<file path="config.mk">
export PLATFORM = sky130hd
export DESIGN_NAME = distortion_multimode
export DESIGN_NICKNAME = d
export VERILOG_FILES = /design/src/rtl/distortion_multimode.sv
export SDC_FILE = /design/constraint.sdc
export NUM_CORES = 1
export LEC_CHECK = 0
export ABC_AREA = 1
export BUFFER_PORTS_ARGS = -buffer_cell sky130_fd_sc_hd__buf_2
export CAP_MARGIN = 20
export CORE_UTILIZATION = 45
export CTS_CLUSTER_SIZE = 20
export DETAILED_ROUTE_END_ITERATION = 12
export PLACE_DENSITY = 0.74
export SLEW_MARGIN = 15
export SYNTH_ARGS = -nofsm -noshare
export SYNTH_HDL_FRONTEND = slang
export SYNTH_SLANG_ARGS = --single-unit
</file>
<file path="constraint.sdc">
create_clock -name clk -period 8.7 [get_ports clk]
set_input_delay 1.305 -clock clk [delete_from_list [all_inputs] [get_ports clk]]
set_output_delay 1.305 -clock clk [all_outputs]
set_load 0.005 [all_outputs]
</file>
<file path="src/rtl/distortion_multimode.sv">
// Three-stage waveshaping distortion: pre-gain with symmetric saturation, one of four
// clipping curves, and an output register with a saturating clip-event counter.
module distortion_multimode #(
   parameter  int WIDTH     = 24,
   parameter  int GAIN_W    = 8,
   parameter  int GAIN_FRAC = 4,
   parameter  int NUM_CH    = 2,
   parameter  int CNT_W     = 16,
   localparam int CH_W      = (NUM_CH > 1) ? $clog2(NUM_CH) : 1
) (
   input  logic                clk,
   input  logic                rst_n,
   input  logic                in_valid,
   input  logic [CH_W-1:0]     in_ch,
   input  logic [WIDTH-1:0]    in_sample,
   input  logic [1:0]          mode,
   input  logic [GAIN_W-1:0]   gain,
   input  logic [WIDTH-1:0]    threshold,
   input  logic                bypass,
   input  logic                clip_clr,
   output logic                out_valid,
   output logic [CH_W-1:0]     out_ch,
   output logic [WIDTH-1:0]    out_sample,
   output logic                clip_flag,
   output logic [CNT_W-1:0]    clip_count
);

   localparam int PW = WIDTH + GAIN_W + 1;
   localparam int MW = WIDTH + 1;

   // ---------------- S1: gain and saturation ----------------
   logic signed [PW-1:0] in_ext, gain_ext, prod, prod_sh, maxp;
   logic [WIDTH-1:0]     sat_x;
   logic                 sat_hit;

   assign in_ext   = {{(GAIN_W+1){in_sample[WIDTH-1]}}, in_sample};
   assign gain_ext = {{(WIDTH+1){1'b0}}, gain};
   assign maxp     = {{(GAIN_W+2){1'b0}}, {(WIDTH-1){1'b1}}};
   assign prod     = in_ext * gain_ext;
   assign prod_sh  = prod >>> GAIN_FRAC;

   always_comb begin
      sat_x   = prod_sh[WIDTH-1:0];
      sat_hit = 1'b0;
      if (prod_sh > maxp) begin
         sat_x   = {1'b0, {(WIDTH-1){1'b1}}};
         sat_hit = 1'b1;
      end else if (prod_sh < -maxp) begin
         sat_x   = {1'b1, {(WIDTH-2){1'b0}}, 1'b1};
         sat_hit = 1'b1;
      end
   end

   logic              s1_valid, s1_sat, s1_byp;
   logic [CH_W-1:0]   s1_ch;
   logic [WIDTH-1:0]  s1_raw, s1_x, s1_thr;
   logic [1:0]        s1_mode;

   always_ff @(posedge clk or negedge rst_n) begin
      if (!rst_n) begin
         s1_valid <= 1'b0;
         s1_sat   <= 1'b0;
         s1_byp   <= 1'b0;
         s1_ch    <= '0;
         s1_raw   <= '0;
         s1_x     <= '0;
         s1_thr   <= '0;
         s1_mode  <= '0;
      end else begin
         s1_valid <= in_valid;
         if (in_valid) begin
            s1_sat  <= sat_hit;
            s1_byp  <= bypass;
            s1_ch   <= in_ch;
            s1_raw  <= in_sample;
            s1_x    <= sat_x;
            s1_thr  <= threshold;
            s1_mode <= mode;
         end
      end
   end

   // ---------------- S2: shaping on magnitudes ----------------
   // x is symmetric after saturation, so |x| always fits and the sign can be reapplied.
   logic             s_neg, shape_hit;
   logic [MW-1:0]    a, tp, k, tp2, soft_m, lim, mag;
   logic [WIDTH-1:0] neg_x, y;

   assign s_neg = s1_x[WIDTH-1];
   assign neg_x = -s1_x;

   always_comb begin
      a      = {1'b0, (s_neg ? neg_x : s1_x)};
      tp     = s1_thr[WIDTH-1] ? '0 : {1'b0, s1_thr};
      k      = tp >> 1;
      tp2    = tp << 1;
      soft_m = k + ((a - k) >> 1);
      lim    = s_neg ? k : tp;
      mag    = a;
      case (s1_mode)
         2'b00: mag = (a < tp) ? a : tp;
         2'b01: if (a > k) mag = (soft_m < tp) ? soft_m : tp;
         2'b10: mag = (a < lim) ? a : lim;
         default: if (a > tp) mag = (tp2 > a) ? (tp2 - a) : '0;
      endcase
      y         = s_neg ? -mag[WIDTH-1:0] : mag[WIDTH-1:0];
      shape_hit = (mag != a);
   end

   logic              s2_valid, s2_flag;
   logic [CH_W-1:0]   s2_ch;
   logic [WIDTH-1:0]  s2_y;

   always_ff @(posedge clk or negedge rst_n) begin
      if (!rst_n) begin
         s2_valid <= 1'b0;
         s2_flag  <= 1'b0;
         s2_ch    <= '0;
         s2_y     <= '0;
      end else begin
         s2_valid <= s1_valid;
         if (s1_valid) begin
            s2_flag <= s1_byp ? 1'b0 : (s1_sat | shape_hit);
            s2_ch   <= s1_ch;
            s2_y    <= s1_byp ? s1_raw : y;
         end
      end
   end

   // ---------------- S3: output register and clip counter ----------------
   always_ff @(posedge clk or negedge rst_n) begin
      if (!rst_n) begin
         out_valid  <= 1'b0;
         out_ch     <= '0;
         out_sample <= '0;
         clip_flag  <= 1'b0;
      end else begin
         out_valid <= s2_valid;
         if (s2_valid) begin
            out_ch     <= s2_ch;
            out_sample <= s2_y;
            clip_flag  <= s2_flag;
         end
      end
   end

   always_ff @(posedge clk or negedge rst_n) begin
      if (!rst_n) begin
         clip_count <= '0;
      end else if (clip_clr) begin
         clip_count <= '0;
      end else if (s2_valid && s2_flag && (clip_count != {CNT_W{1'b1}})) begin
         clip_count <= clip_count + 1'b1;
      end
   end

endmodule
</file>
==> flow_summary.ini, run 1 <==
[timing]
fin_skew_ns = 0.0104
rsz0062_at_grt = no
post-route-min-period_ns = 7.91
finalCritPeriodShare_pct = 91.0
maxSlewViolCount = 0
finalHoldViolCount = 0
relSlewSlack_pct = 35.7
hold_slack_ns = 0.475
tightest_slew_ns = 0.965
finalSetupViolCount = 0
fmax_mhz = 126
setup_tns_ns = 0

[synth]
synth_fa_ha_area_share_pct = 25.6
synth_fp_nets = 3695
ys_warn_count = 0
synth-async-reset-ratio_pct = 100
synth.cell_area_um2 = 22000
synth_compound_area_share_pct = 13.3
synth_top_family_by_area = simple AND/OR/NAND/NOR gates
synthSimpleGateAreaFrac_pct = 26.1
ys_seq_area_share_pct = 16.8
synth_edf_count = 0
syn_inst = 3273
ys.flop_type = dfrtp_1
synth_seq_cells = 148
synthMuxAreaShare_pct = 1.28
postSynthAreaPerCell_um2 = 6.72
yosysUniqueCellTypes = 51
yosys.area_share.xor_xnor_pct = 4.66

[detailed_routing]
wl_per_cell_um = 17.4
drc = 0
antenna_left = 0
drt_iter0_markers = 1985
viasPerCell = 5.47
vias = 21679
dr.pass1.iters = 6
wirelength_mm = 69.2

[setup_path]
cp_slowest_cell = fa_1
r2r_cells = 42
rr_endpoint = s2_y[20]
crit_required_ns = 9.03
timing.rr.start = s1_x[0]
cpPeakStageDelay_ns = 0.49
cp-end-kind = flip-flop
reg2reg_slack_ns = 0.79
startpoint_type = flip-flop
cp_max_fo = 24
cp_common_cell = nand2_1
crit_arrival_ns = 8.24
worstSetupPathType = reg -> reg

[global_routing]
antenna_found_initial = 1
grt_pass1_vias = 20336
grtUsageTotal_pct = 27.8
overflow = 0
grt_first_pass_wirelength_mm = 109
grt_max_degree = 81

[final_layout]
area_delta_synth_final_pct = 8.30
layout_commonest_cell = nand2_1
final_core_util_pct = 49.7
diodes = 0
final_cell_mix = nand2_1, inv_1, nor2_1
drive_above_1_share_pct = 8.36
fin_nets = 3760
fin_area_um2 = 23800

[clock_tree]
clk_pin_slew_ns = 0.07
cts_tree = done
clk_latency_ns = 0.43
htree_levels = 4
cts_root_buf = clkbuf_16
post_cts_buffers = 0
clock_path_buffers = 2
cts_buffers = 17
ctsHoldBuffers = 0
clock_sinks = 148

[run]
drv_cap = 0

[outcome]
outcome = complete, no violations

[die]
start_util_pct = 45.9
dieArea_um2 = 49800
core_area_um2 = 47900
fp.dieW_um = 223
die_y_um = 223
rows = 80
ios = 107

[worst_hold_path]
hold_depth = 0
hold-path-endpoint = s2_valid
hp-class = reg -> reg
hp-start = s1_valid

[place]
io_buffers = 106
gp_congestion = 1.04
dpl.hpwl_mm = 55.0
dpl_cell_area_um2 = 23200
what timing repair did:
action                                  in CTS  in global routing
endpoints found under the setup margin       0                 11
endpoints found under the hold margin        0                  0
gates resized for setup                      0                  2
area by class of cell:
type,instances,area [um2]
tap,615,769
sequential,148,3710
clock buffer,18,439
multi-input combinational,2429,15600
inverter,583,2190
fill,4861,24100
clock inverter,14,159
timing repair buffer,159,957
cell usage after synthesis, types with 7 or more instances:
master	count	area (um2)
nand2_1	838	3150
inv_1	572	2150
nor2_1	261	980
a21oi_1	244	1220
o21ai_0	210	1050
ha_1	205	2560
fa_1	153	3060
dfrtp_1	148	3700
nand3_1	147	736
clkbuf_1	78	293
xor2_1	76	666
xnor2_1	41	359
nand4_1	36	225
nor3_1	35	175
mux2_2	25	282
buf_2	19	95.1
nand2_2	14	87.6
nor4_1	13	81.3
o21ai_1	13	65.1
nor2_2	11	68.8
o21a_1	10	75.1
a21o_1	9	67.6
a31oi_1	9	56.3
buf_4	9	67.6
o21bai_1	9	67.6
or2_2	9	56.3
inv_2	8	30.0
o211ai_1	8	60.1
o31ai_1	7	52.6
cell families after synthesis:
| logic type | after synthesis |
|---|---|
| DFF | 148 |
| xor gates and xnor gates | 117 |
| and+or+nand+nor | 1385 |
| AOI/OAI and AO/OA | 544 |
| buffers and inverters | 696 |
| adders and majority gates | 358 |
| muxes | 25 |
how the worst max path moves through the flow:
stage / startpoint / end / slack [ns]
after floorplan: gain[2] / s1_x[10] / 2.22
after global placement: s1_x[0] / s2_y[20] / 0.75
after detailed placement: s1_x[0] / s2_y[20] / 0.68
after CTS: s1_x[0] / s2_y[20] / 0.65
after global routing: s1_x[0] / s2_y[20] / 0.08
final: s1_x[0] / s2_y[20] / 0.79
metrics by stage:
| step | worst slack (ns) | std cells |
|---|---|---|
| final | 0.787 | 3966 |
| after global routing | 0.0821 | 3966 |
| after floorplan | 2.22 | 3273 |
| after global placement | 0.754 | 3933 |
| after CTS | 0.652 | 3965 |
| after detailed placement | 0.682 | 3933 |
per-layer routing:
| layer | global-route usage [%] | vias up | part of all wire [%] |
|---|---|---|---|
| met5 | 0 | - | 0 |
| met4 | 11.3 | 0 | 4.2 |
| met3 | 2.84 | 188 | 7.4 |
| met2 | 45.1 | 962 | 46 |
| met1 | 37.8 | 10064 | 43 |
| li1 | - | 10465 | - |
sequential cells by signal (all words and copies together) (netlist names), 2 cells and up:
signal and flops:
clip_count 16, s1_mode 2, out_sample 24, s1_x 24
s2_y 24, s1_raw 24, s1_thr 24
worst max-delay path: cells and delay by family (launching register included):
kind	cells	cell delay, ns
adders and majority gates	5	1.66
buffers and inverters	2	0.41
and+or+nand+nor	24	2.90
AOI/OAI and AO/OA	9	2.02
DFF	1	0.46
xor gates and xnor gates	2	0.32
Power of run 1 is left out: the tool's default activity adds up to more than one toggle a clock period on the data nets, which glitch-free logic cannot reach.
==> run 2, diff against run 1 <==
PLACE_DENSITY = 0.71   (was 0.74)
==> run 2 against run 1 <==
Net effect: first-iteration DRC count is 3.0% higher; hold slack worse by 0.0052 ns; critical path depth up 4; setup slack better by 0.015 ns; largest cell class unchanged; global-route usage down 0.40 points; sequential share of layout area about the same; fmax is 0.19% higher.
==> flow_summary.ini, run 2 (synthesis gave the netlist of run 1 again) <==
[worst_hold_path]
hp-start = s1_valid
hp-class = reg -> reg

[final_layout]
area_delta_synth_final_pct = 8.18
fin_nets = 3757
diodes = 0
final_cell_mix = nand2_1, inv_1, nor2_1
layout_commonest_cell = nand2_1
drive_above_1_share_pct = 8.24
nFillCells = 4845

[detailed_routing]
antenna_left = 0
wl_per_cell_um = 17.0
vias = 21460
drc = 0
dr.pass1.iters = 6
wirelength_mm = 67.6
viasPerCell = 5.42
drt_iter0_markers = 2045

[timing]
fmax_mhz = 127
rsz0062_at_grt = no
worst_slack_ns = 0.801
finalCritPeriodShare_pct = 90.8
finalSetupViolCount = 0
relSlewSlack_pct = 37.2
fin_skew_ns = 0.0189
maxSlewViolCount = 0
setup_tns_ns = 0
hold_slack_ns = 0.469
tightest_slew_ns = 0.940
finalHoldViolCount = 0
post-route-min-period_ns = 7.90

[clock_tree]
clock_path_buffers = 2
clock_sinks = 148
clk_pin_slew_ns = 0.07
cts_buffers = 17
htree_levels = 4
clk_latency_ns = 0.45
cts_root_buf = clkbuf_16
post_cts_buffers = 0
cts_tree = done

[setup_path]
cp_slowest_cell = xor2_1
critPathLaunch = s1_x[0]
endpoint = s2_y[20]
cp_common_cell = nand2_1
cpPeakStageDelay_ns = 0.53
timing.rr.start = s1_x[0]
rr_endpoint = s2_y[20]
crit_required_ns = 9.04
crit_arrival_ns = 8.24
cp_max_fo = 24
cp-end-kind = flip-flop
r2r_cells = 46
worstSetupPathType = reg -> reg
reg2reg_slack_ns = 0.80
startpoint_type = flip-flop

[die]
die_y_um = 223
fp.dieW_um = 223
core_area_um2 = 47900
ios = 107
rows = 80
dieArea_um2 = 49800
start_util_pct = 45.9

[global_routing]
grt_first_pass_wirelength_mm = 108
antenna_found_initial = 0
grtUsageTotal_pct = 27.4
grt_pass1_vias = 20520
grt_max_degree = 94
overflow = 0

[outcome]
outcome = complete, no violations

[place]
gp_congestion = 0.989
io_buffers = 106
dpl.hpwl_mm = 54.4
dp_slack_ns = 0.897

[run]
drv_cap = 0
## run 2: changes by cell type in the layout (fill, tap and decap cells not counted), sizes merged
cell	previous run	this run
clkinvlp	0	1
inv	589	588
bufinv	1	2
clkbuf	18	17
buf	159	156
## run 2: timing repair
item / 4_1_cts / 5_1_grt
hold buffers: 0 / 0
resized for setup: 0 / 1
endpoints found under the setup margin: 0 / 1
## run 2: metal layers
| layer | part of all wire (%) | GRT usage [%] | vias up |
|---|---|---|---|
| met5 | 0 | 0 | - |
| met4 | 3.3 | 9.50 | 0 |
| met3 | 6.8 | 3.99 | 159 |
| met2 | 47 | 45.6 | 805 |
| met1 | 43 | 36.2 | 10043 |
| li1 | - | - | 10453 |
## run 2: how the worst min path moves through the flow
| stage | endpoint | cells after the start |
|---|---|---|
| 2_1_floorplan | out_valid | 0 |
| 3_3_place_gp | s2_ch | 2 |
| 3_5_place_dp | s2_ch | 2 |
| 4_1_cts | s2_ch | 2 |
| 5_1_grt | s1_raw[1] | 2 |
| 6_report | s2_valid | 0 |
## run 2: area by class of cell
cell class	count	area [um2]	share of cell area [%]
inverter	583	2190	9.20
tap	615	769	3.23
clock buffer	17	425	1.79
multi-input combinational	2429	15600	65.6
timing repair buffer	156	915	3.84
clock inverter	15	189	0.794
sequential	148	3700	15.6
## run 2: per-stage QoR
stage	area (um2)	utilization, %	cells
finish	23800	49.7	3963
global placement	23200	48.4	3931
floorplan	22000	-	3273
CTS	23800	49.6	3963
detailed placement	23200	48.4	3931
global route	23800	49.7	3963
## run 2: critical path, delay by kind of cell (launching register included)
| family | cells | cell delay, ns |
|---|---|---|
| compound gates | 5 | 1.07 |
| xor+xnor | 3 | 0.99 |
| fa+ha+maj | 5 | 1.54 |
| buf+inv | 4 | 0.46 |
| flops | 1 | 0.43 |
| simple gates | 29 | 3.24 |
Power of run 2 is left out for the same reason.
==> run 3, diff against run 2 <==
BUFFER_PORTS_ARGS = default   (was -buffer_cell sky130_fd_sc_hd__buf_2)
DONT_BUFFER_PORTS = 1   (was default)
PLACE_DENSITY = 0.69   (was 0.71)
==> run 3 against run 2 <==
Net effect: hold slack improved by 0.0038 ns; non-clock buffer count is 105 lower; clock skew is 0.0021 ns lower; fmax decreased by 1.2%; sequential share of layout area grew 0.34 points; critical path type unchanged; final cell count fell by 2.6%; highest routed layer unchanged.
==> flow_summary.ini, run 3 (synthesis gave the netlist of run 1 again) <==
[clock_tree]
clock_path_buffers = 2
post_cts_buffers = 0
cts_tree = done
clock_sinks = 148
clk_pin_slew_ns = 0.07
ctsHoldBuffers = 0
clk_latency_ns = 0.44
cts_root_buf = clkbuf_16
cts_resized = 0
cts_buffers = 17
htree_levels = 4

[final_layout]
layout_commonest_cell = nand2_1
regArea_um2 = 3710
diodes = 0
area_delta_synth_final_pct = 5.91
multiInputGateArea_um2 = 15600
fin_nets = 3652
nFillCells = 4815
drive_above_1_share_pct = 5.30
final_cell_mix = nand2_1, inv_1, nor2_1

[setup_path]
reg2reg_slack_ns = 0.70
cp_max_fo = 36
worst-path-buf-inv = 3
startpoint_type = flip-flop
worstSetupPathType = reg -> reg
cp_common_cell = nand2_1
cp_top_family = simple AND/OR/NAND/NOR gates
crit_required_ns = 9.04
rr_endpoint = s2_y[20]
crit_arrival_ns = 8.33
cp_slowest_cell = dfrtp_2
cp-end-kind = flip-flop
r2r_cells = 42
timing.rr.start = s1_x[23]
cpPeakStageDelay_ns = 0.81

[detailed_routing]
drc = 0
vias = 20989
wl_per_cell_um = 17.8
viasPerCell = 5.44
drt_iter0_markers = 1838
dr.pass1.iters = 9
wirelength_mm = 68.8
antenna_left = 0

[global_routing]
grt_pass1_vias = 20219
grt_max_degree = 149
antenna_found_initial = 0
overflow = 0
grt_first_pass_wirelength_mm = 110
grtUsageTotal_pct = 27.8

[die]
rows = 80
dieArea_um2 = 49800
fp.dieW_um = 223
start_util_pct = 45.9
die_y_um = 223
core_area_um2 = 47900
ios = 107

[timing]
finalCritPeriodShare_pct = 91.9
finalSetupViolCount = 0
setup_tns_ns = 0
finalHoldViolCount = 0
relSlewSlack_pct = 43.8
fin_skew_ns = 0.0168
rsz0062_at_grt = no
maxSlewViolCount = 0
tightest_slew_ns = 0.843
fmax_mhz = 125
post-route-min-period_ns = 8.00

[place]
dpl.hpwl_mm = 55.1
io_buffers = 0
gp_congestion = 1.03

[worst_hold_path]
hp-start = s1_ch
hp-class = reg -> reg
hold-path-endpoint = s1_ch
hold_depth = 2

[outcome]
outcome = complete, no violations

[run]
drv_cap = 0
## run 3: cell count changes in the layout (fill, tap and decap cells not counted), sizes merged
cell,previous run,this run
inv,588,589
clkbuf,17,18
buf,156,51
clkinv,7,4
bufinv,2,3
## run 3: routing by layer
| layer | part of all wire (%) | GRT usage (%) |
|---|---|---|
| met1 | 43 | 37.0 |
| met2 | 47 | 46.9 |
| met3 | 6.7 | 3.33 |
| met4 | 3.3 | 9.21 |
| met5 | 0 | 0 |
## run 3: worst min-delay path, stage by stage (launching register included)
cell	delay, ns
dfrtp_1	0.34
nand2_1	0.05
nand2_1	0.05
## run 3: metrics by stage
stage / instance area, um2 / worst slack (ns) / instances / hold WS [ns] / utilization, %
after global placement: 22700 / 0.795 / 3826 / 0.461 / 47.3
after floorplan: 22000 / 2.22 / 3273 / 0.352 / -
after CTS: 23300 / 0.751 / 3858 / 0.475 / 48.6
after detailed placement: 22700 / 0.755 / 3826 / 0.459 / 47.3
final: 23300 / 0.705 / 3858 / 0.473 / 48.6
after global routing: 23300 / 0.00477 / 3858 / 0.511 / 48.6
## run 3: final cells by class
type                            instances  share of cell area, %
Clock buffer                           18                   1.88
Clock inverter                         14                  0.891
Inverter                              583                   9.40
Multi-Input combinational cell       2429                   67.0
Sequential cell                       148                   15.9
Tap cell                              615                   3.30
Timing Repair Buffer                   51                   1.64
## run 3: worst max path at each step
stage | from | end | slack (ns) | cells past startpoint
after global placement | s1_thr[23] | s2_y[20] | 0.80 | 41
after floorplan | gain[2] | s1_x[10] | 2.22 | 28
after detailed placement | s1_x[0] | s2_y[20] | 0.75 | 42
final | s1_x[23] | s2_y[20] | 0.70 | 42
after CTS | s1_x[0] | s2_y[20] | 0.75 | 42
after global routing | s1_x[23] | s2_y[21] | 0.005 | 41
Power of run 3 is left out for the same reason.
